$ cat src/rtl/shift_add_multiplier.sv
// shift_add_multiplier: sequential unsigned NxN->2N shift-and-add multiplier built around a ripple-carry adder
module multi_bit_full_adder #(
  parameter int N = 8
) (
  input  logic [N-1:0] input_a,
  input  logic [N-1:0] input_b,
  input  logic         input_carry,
  output logic [N-1:0] output_sum,
  output logic         output_carry
);
  logic [N:0] c;
  assign c[0] = input_carry;
  for (genvar i = 0; i < N; i++) begin : g_bit
    assign output_sum[i] = input_a[i] ^ input_b[i] ^ c[i];
    assign c[i+1] = (input_a[i] & input_b[i]) | (c[i] & (input_a[i] ^ input_b[i]));
  end
  assign output_carry = c[N];
endmodule

module shift_add_multiplier #(
  parameter int N = 8
) (
  input  logic           clk,
  input  logic           rst,
  input  logic           input_start,
  input  logic [N-1:0]   input_a,
  input  logic [N-1:0]   input_b,
  output logic [2*N-1:0] output_product,
  output logic           output_busy,
  output logic           output_valid
);
  localparam int CW = $clog2(N);
  localparam logic [CW-1:0] LAST = CW'(N - 1);
  localparam logic [1:0] IDLE = 2'd0;
  localparam logic [1:0] CALC = 2'd1;
  localparam logic [1:0] DONE = 2'd2;
  logic [1:0] state_q, state_d;
  logic [CW-1:0] cnt_q, cnt_d;
  logic [N-1:0] mcand_q, mcand_d;
  logic [2*N:0] acc_q, acc_d;
  logic [2*N-1:0] prod_q, prod_d;
  logic [N-1:0] add_sum;
  logic add_carry;
  logic unused_acc_msb;
  // The top accumulator bit is always shifted back to zero; it only exists to catch the adder carry.
  assign unused_acc_msb = acc_q[2*N];
  multi_bit_full_adder #(.N(N)) u_adder (
    .input_a      (acc_q[2*N-1:N]),
    .input_b      (acc_q[0] ? mcand_q : '0),
    .input_carry  (1'b0),
    .output_sum   (add_sum),
    .output_carry (add_carry)
  );
  // Next-state: accept in IDLE, one add-and-shift per CALC cycle, publish the product as DONE is entered.
  always_comb begin
    state_d = state_q;
    cnt_d   = cnt_q;
    mcand_d = mcand_q;
    acc_d   = acc_q;
    prod_d  = prod_q;
    if (state_q == IDLE && input_start) begin
      state_d = CALC;
      cnt_d   = '0;
      mcand_d = input_a;
      acc_d   = {{(N+1){1'b0}}, input_b};
    end else if (state_q == CALC) begin
      acc_d = {1'b0, add_carry, add_sum, acc_q[N-1:1]};
      cnt_d = cnt_q + 1'b1;
      if (cnt_q == LAST) begin
        state_d = DONE;
        prod_d  = acc_d[2*N-1:0];
      end
    end else begin
      state_d = IDLE;
    end
  end
  // State registers; reset discards any operation in flight.
  always_ff @(posedge clk or posedge rst) begin
    if (rst) begin
      state_q <= IDLE;
      cnt_q   <= '0;
      mcand_q <= '0;
      acc_q   <= '0;
      prod_q  <= '0;
    end else begin
      state_q <= state_d;
      cnt_q   <= cnt_d;
      mcand_q <= mcand_d;
      acc_q   <= acc_d;
      prod_q  <= prod_d;
    end
  end
  assign output_product = prod_q;
  assign output_busy    = state_q != IDLE;
  assign output_valid   = state_q == DONE;
endmodule

$ cat config.mk
export PLATFORM = sky130hd
export DESIGN_NAME = shift_add_multiplier
export DESIGN_NICKNAME = d
export VERILOG_FILES = /design/src/rtl/shift_add_multiplier.sv
export SDC_FILE = /design/constraint.sdc
export NUM_CORES = 1
export LEC_CHECK = 0
export BUFFER_PORTS_ARGS = -buffer_cell sky130_fd_sc_hd__clkbuf_2
export CAP_MARGIN = 20
export CORE_MARGIN = 2
export CORE_UTILIZATION = 55
export CTS_CLUSTER_DIAMETER = 40
export DETAILED_ROUTE_END_ITERATION = 12
export GPL_ROUTABILITY_DRIVEN = 0
export HOLD_SLACK_MARGIN = 0.12
export MAX_ROUTING_LAYER = met4
export PLACE_DENSITY = 0.83
export SYNTH_ARGS = -nofsm -noshare
export SYNTH_HDL_FRONTEND = slang
export SYNTH_SLANG_ARGS = --single-unit
$ cat constraint.sdc
create_clock -name clk -period 5.8 [get_ports clk]
set_clock_uncertainty 0.2 [all_clocks]
set_input_delay 0.29 -clock clk [delete_from_list [all_inputs] [get_ports clk]]
set_output_delay 0.29 -clock clk [all_outputs]
set_load 0.03 [all_outputs]
==> out/qor.yml, run 1 <==
run_status:
  status: "completed"
synthesis:
  synth_seq_cells: 45
  synth_most_common_cell: "dfrtp_1"
  synth_top_area_share_pct: 52.8
  synth.area.top_cells: "dfrtp_1, mux2_2, fa_1"
  yosysSeqAreaShare_pct: 52.8
  syn_nets: 197
  yosys_warnings: 0
  netlist_top_cells_count: "dfrtp_1, inv_1, mux2_2"
  synth-edff-count: 0
  synthCells: 168
  synth.avg_cell_area_um2: 12.7
  ys.flop_type: "dfrtp_1"
  ys_types: 28
  syn-cell-area_mm2: 0.00213
  yosys.area.top_type: "dfrtp_1"
  async_flop_share_pct: 100
finish:
  post-route-util_pct: 69.1
  finalNetCount: 246
  drive_gt1_share_pct: 29.0
  syn_to_final_growth_pct: 19.3
  nFillCells: 254
  n_antenna_cell: 0
sta:
  finalCritPeriodShare_pct: 69.8
  hold_viol_final: 0
  final_max_slew_viol_count: 0
  report.final.setup_viol: 0
  setup-tns-final_ns: 0
  rsz0062_at_grt: "no"
  period_minus_slack_ns: 4.05
  fmax_mhz: 247
  holdWs_ns: 0.126
  worst_pin_slew_ns: 0.750
  slew-limit-headroom_pct: 50.0
grt:
  grt_pass1_wl_mm: 6.68
  grt_use_total_pct: 21.6
  grt_max_degree: 46
  antenna_found_initial: 0
  grt_overflow_total: 0
  grt_pass1_vias: 1413
pwr:
  powerDensity_mw_per_mm2: 578
  p_sw_mw: 0.601
  p_seq_share_pct: 39.8
  pwr-share-comb_pct: 47.1
  internal_power_mw: 0.871
  cellLeakagePower_nw: 1.26
  p_total_mw: 1.47
  ir_drop_mv: 0.286
  power_switching_share_pct: 40.9
  clockPowerShare_pct: 13.1
place:
  place_hpwl_mm: 2.56
  io_buffers: 36
detailed_routing:
  remaining_drc_errors: 0
  drt-total-wl_mm: 3.83
  wire_per_inst_um: 14.4
  dr.pass1.iters: 4
  ant_nets: 0
  vias: 1385
  vias_per_cell: 5.23
  drt_iter0_markers: 75
floorplanning:
  io_pins: 37
  coreArea_mm2: 0.00369
  start_util_pct: 57.9
  dieArea_mm2: 0.00440
  rows: 22
  die_w_um: 66.3
  die_h_um: 66.3
clocking:
  clkLatencyLatePin_ns: 0.30
  cts_tree: "yes"
  cts_setup_buffers: 0
  clkTransAtPathRegs_ns: 0.08
  htree_num_levels: 2
  cts.sinks: 45
  clock-root-buffer: "clkbuf_8"
  cts_max_path_buffers: 2
  cts_buffers: 5
min_path:
  hold_path.class: "in -> reg"
worst_setup_path:
  crit_arrival_ns: 4.03
  path_class: "reg -> reg"
  crit_path_start_kind: "flip-flop"
  cp.required_ns: 5.78
  crit_path_end_kind: "flip-flop"
  crit_fanout: 9
flow_run:
  cap_violations: 0
[final cells by class]
cell class	instances	area, um^2	share of cell area [%]
Clock buffer	7	86.3	3.39
Sequential cell	45	1130	44.2
Inverter	27	101	3.98
Multi-Input combinational cell	87	846	33.2
Timing Repair Buffer	51	328	12.9
Tap cell	48	60.1	2.36
[placed cells by master, fill, tap and decap left out, drive strengths merged]
cell,n
a211oi,1
a21oi,1
a221oi,7
a22o,2
and2,1
buf,1
clkbuf,43
clkinv,1
dfrtp,45
dlygate4sd3,14
fa,7
ha,3
inv,26
mux2,17
mux2i,8
nand2,7
nand2b,2
nand3b,1
nor2,1
nor2b,9
nor3b,9
nor4b,1
o21bai,1
o2bb2ai,8
or2b,1
[sequential cells by signal, indices dropped and copies added, names as in the netlist]
name and cells:
acc_q 16, output_product 16, mcand_q 8, cnt_q 3, state_q 2
[power by group through the flow]
stage	clock network (mW)	logic, mW	registers, mW
floorplan	0	0.451	0.659
global placement	0	0.663	0.579
detailed placement	0	0.695	0.589
CTS	0.197	0.702	0.585
global route	0.213	0.781	0.610
finish	0.193	0.694	0.585
[routing by layer]
layer / GRT usage, % / wire, um
met1: 27.7 / 1690
met2: 32.8 / 1910
met3: 7.16 / 162
met4: 6.89 / 65
met5: - / 0
[path summary, 6_finish.rpt]
check | slack [ns] | cells after the start | from | end
hold / removal | 0.13 | 3 | input_b[0] | acc_q[0]
setup / recovery | 1.75 | 11 | acc_q[0] | output_product[14]
hold reg to reg | 0.29 | 1 | acc_q[15] | acc_q[15]
setup reg to reg | 1.75 | 11 | acc_q[0] | output_product[14]
min in group asynchronous | 0.45 | 4 | rst | acc_q[4]
max in group asynchronous | 4.58 | 4 | rst | output_product[15]
[worst max-delay path, cell delays in order, from the launching register on]
cell and delay (ns):
dfrtp_1 0.47, and2_1 0.17, ha_1 0.13, inv_1 0.05, fa_1 0.37, fa_1 0.39, fa_1 0.39, fa_1 0.39
fa_1 0.39, fa_1 0.39, fa_1 0.52, mux2i_1 0.07
[timing repair]
| item | 4_1_cts | 5_1_grt |
|---|---|---|
| hold endpoints to repair | 58 | 0 |
| hold buffers | 14 | 0 |
| resized for setup | 0 | 0 |
[per-stage QoR]
stage	cells	setup WS [ns]	cell area, um^2
6_report	265	1.75	2550
3_5_place_dp	244	1.74	2320
5_1_grt	265	1.55	2550
4_1_cts	265	1.76	2550
3_3_place_gp	244	1.82	2320
2_1_floorplan	168	1.81	2130
[cell families (layout without fill, tap and decap cells)]
family / after synthesis / count (layout) / share of synthesized area (%)
fa+ha+maj: 10 / 10 / 8.32
simple gates: 32 / 32 / 10.3
buf+inv: 36 / 85 / 7.62
flops: 45 / 45 / 52.8
compound gates: 20 / 20 / 8.09
mux: 25 / 25 / 12.9
(Power assumes the default switching activity.)
==> run 2: changes to the inputs <==
==> constraint.sdc (replaced) <==
create_clock -name clk -period 4 [get_ports clk]
set_clock_uncertainty 0.2 [all_clocks]
set_input_delay 0.2 -clock clk [delete_from_list [all_inputs] [get_ports clk]]
set_output_delay 0.2 -clock clk [all_outputs]
set_load 0.03 [all_outputs]
==> run 2 against run 1 <==
Effect of this change: non-clock buffer count grew 5; worst setup slack lost 1.6 ns; sequential cell count is the same; critical path depth is the same; clock power grew 38%; fmax grew 5.7%; largest power group unchanged; critical path type unchanged; final area grew 1.9%; register-to-register slack lost 1.6 ns.
==> out/qor.yml, run 2 (synthesis results as in run 1) <==
worst_setup_path:
  cp.required_ns: 3.98  # was 5.78 ns
  crit_chain: "and2_1 -> ha_1 -> inv_1 -> fa_1 -> fa_2 -> fa_2 -> fa_1 -> fa_1 -> fa_1 -> fa_1 -> mux2i_1"  # was and2_1 -> ha_1 -> inv_1 -> fa_1 -> fa_1 -> fa_1 -> fa_1 -> fa_1 -> fa_1 -> fa_1 -> mux2i_1
  crit_path_top_delay_cell: "fa_1"  # unchanged
  crit_fanout: 2  # was 9
  path_class: "reg -> reg"  # unchanged
  cp_num_buf_inv: 1  # unchanged
  cp_top_family: "adder cells"  # unchanged
  crit_path_end_kind: "flip-flop"  # unchanged
  crit_path_start_kind: "flip-flop"  # unchanged
  cpPeakStageDelay_ns: 0.51  # was 0.52 ns
  crit_arrival_ns: 3.81  # was 4.03 ns
  timing.critical_path.mode_cell: "fa_1"  # unchanged
detailed_routing:
  wire_per_inst_um: 14.2  # was 14.4 um
  drt_iter0_markers: 66  # was 75
  drt-total-wl_mm: 3.84  # was 3.83 mm
  vias: 1387  # was 1385
  vias_per_cell: 5.12  # was 5.23
  remaining_drc_errors: 0  # unchanged
  dr.pass1.iters: 4  # unchanged
  ant_nets: 0  # unchanged
floorplanning:
  start_util_pct: 57.9  # unchanged
  dieArea_mm2: 0.00440  # unchanged
  coreArea_mm2: 0.00369  # unchanged
  io_pins: 37  # unchanged
  rows: 22  # unchanged
  die_h_um: 66.3  # unchanged
  die_w_um: 66.3  # unchanged
grt:
  grt_max_degree: 46  # unchanged
  grt_overflow_total: 0  # unchanged
  grt_pass1_vias: 1470  # was 1413
  grt_use_total_pct: 21.2  # was 21.6%
  antenna_found_initial: 0  # unchanged
  grt_pass1_wl_mm: 6.79  # was 6.68 mm
sta:
  worst_pin_slew_ns: 0.823  # was 0.750 ns
  period_minus_slack_ns: 3.83  # was 4.05 ns
  fmax_mhz: 261  # was 247 MHz
  final_max_slew_viol_count: 0  # unchanged
  setup-tns-final_ns: 0  # unchanged
  hold_viol_final: 0  # unchanged
  finalCritPeriodShare_pct: 95.8  # was 69.8%
  report.final.setup_viol: 0  # unchanged
  slew-limit-headroom_pct: 45.1  # was 50.0%
  rsz0062_at_grt: "no"  # unchanged
clocking:
  clkLatencyLatePin_ns: 0.29  # was 0.30 ns
  cts_setup_buffers: 0  # unchanged
  cts.sinks: 45  # unchanged
  cts_tree: "yes"  # unchanged
  cts_max_path_buffers: 2  # unchanged
  cts_buffers: 5  # unchanged
  clkTransAtPathRegs_ns: 0.08  # about the same
  clock-root-buffer: "clkbuf_8"  # unchanged
  htree_num_levels: 2  # unchanged
finish:
  fin_cells: 271  # was 265
  n_antenna_cell: 0  # unchanged
  ff_latch_area_mm2: 0.00113  # unchanged
  final_common_cell: "dfrtp_1"  # unchanged
  finalNetCount: 251  # was 246
  multi_input_area_um2: 851  # was 846 um^2
  nFillCells: 250  # was 254
  drive_gt1_share_pct: 30.0  # was 29.0%
  fin_area_mm2: 0.00260  # was 0.00255 mm^2
  final_cell_mix: "dfrtp_1, clkbuf_2, inv_1, dlygate4sd3_1, mux2_2"  # was dfrtp_1, clkbuf_2, inv_1, mux2_2, dlygate4sd3_1
  syn_to_final_growth_pct: 21.6  # was 19.3%
run_status:
  status: "completed"  # unchanged
place:
  dp.cells: 245  # was 244
  placed_area_mm2: 0.00233  # was 0.00232 mm^2
  place_hpwl_mm: 2.48  # was 2.56 mm
  io_buffers: 36  # unchanged
pwr:
  ir_drop_mv: 0.400  # was 0.286 mV
  powerDensity_mw_per_mm2: 824  # was 578 mW/mm^2
  p_total_mw: 2.14  # was 1.47 mW
  cellLeakagePower_nw: 1.28  # was 1.26 nW
flow_run:
  cap_violations: 0  # unchanged
min_path:
  hold_path.class: "reg -> reg"  # was in -> reg
[run 2: cell count changes in the layout (fill, tap and decap cells not counted)]
cell / delta
buf_4: +1
fa_2: +2
fa_1: -2
clkinv_2: +2
dlygate4sd3_1: +4
clkbuf_8: -1
[run 2: worst paths after layout]
path / slack, ns / to / start / cells after the start
hold / removal: 0.30 / acc_q[13] / acc_q[13] / 1
min in group asynchronous: 0.37 / acc_q[4] / rst / 4
max in group asynchronous: 2.86 / output_product[6] / rst / 4
setup reg to reg: 0.17 / output_product[14] / acc_q[0] / 11
hold reg to reg: 0.30 / acc_q[13] / acc_q[13] / 1
setup / recovery: 0.17 / output_product[14] / acc_q[0] / 11
[run 2: power breakdown]
group          total, mW  internal, mW  switching (mW)
clock network      0.267         0.121           0.146
logic               1.03         0.450           0.581
registers          0.842         0.687           0.156
[run 2: metrics by stage]
stage | hold WS [ns] | util, % | setup WS, ns
2_1_floorplan | 0.152 | - | 0.00604
3_3_place_gp | 0.137 | 63.1 | 0.185
3_5_place_dp | 0.149 | 63.1 | 0.117
4_1_cts | 0.298 | 70.3 | 0.0718
5_1_grt | 0.322 | 70.4 | 0.0346
6_report | 0.301 | 70.4 | 0.169
[run 2: timing repair]
item / CTS / global route
resized for setup: 0 / 2
hold endpoints to repair: 62 / 0
hold buffers: 18 / 0
endpoints found under the setup margin: 0 / 4
[run 2: per-layer routing]
layer	wire [um]	vias up	GRT usage (%)
li1	-	670	-
met1	1800	675	28.0
met2	1800	33	32.0
met3	157	9	4.09
met4	80	0	9.44
met5	0	-	-
[run 2: cell type report]
class	instances	share of cell area, %
Multi-Input combinational cell	87	32.8
Inverter	27	3.90
Clock inverter	2	0.386
Tap cell	48	2.31
Clock buffer	6	2.80
Sequential cell	45	43.4
Timing Repair Buffer	56	14.5
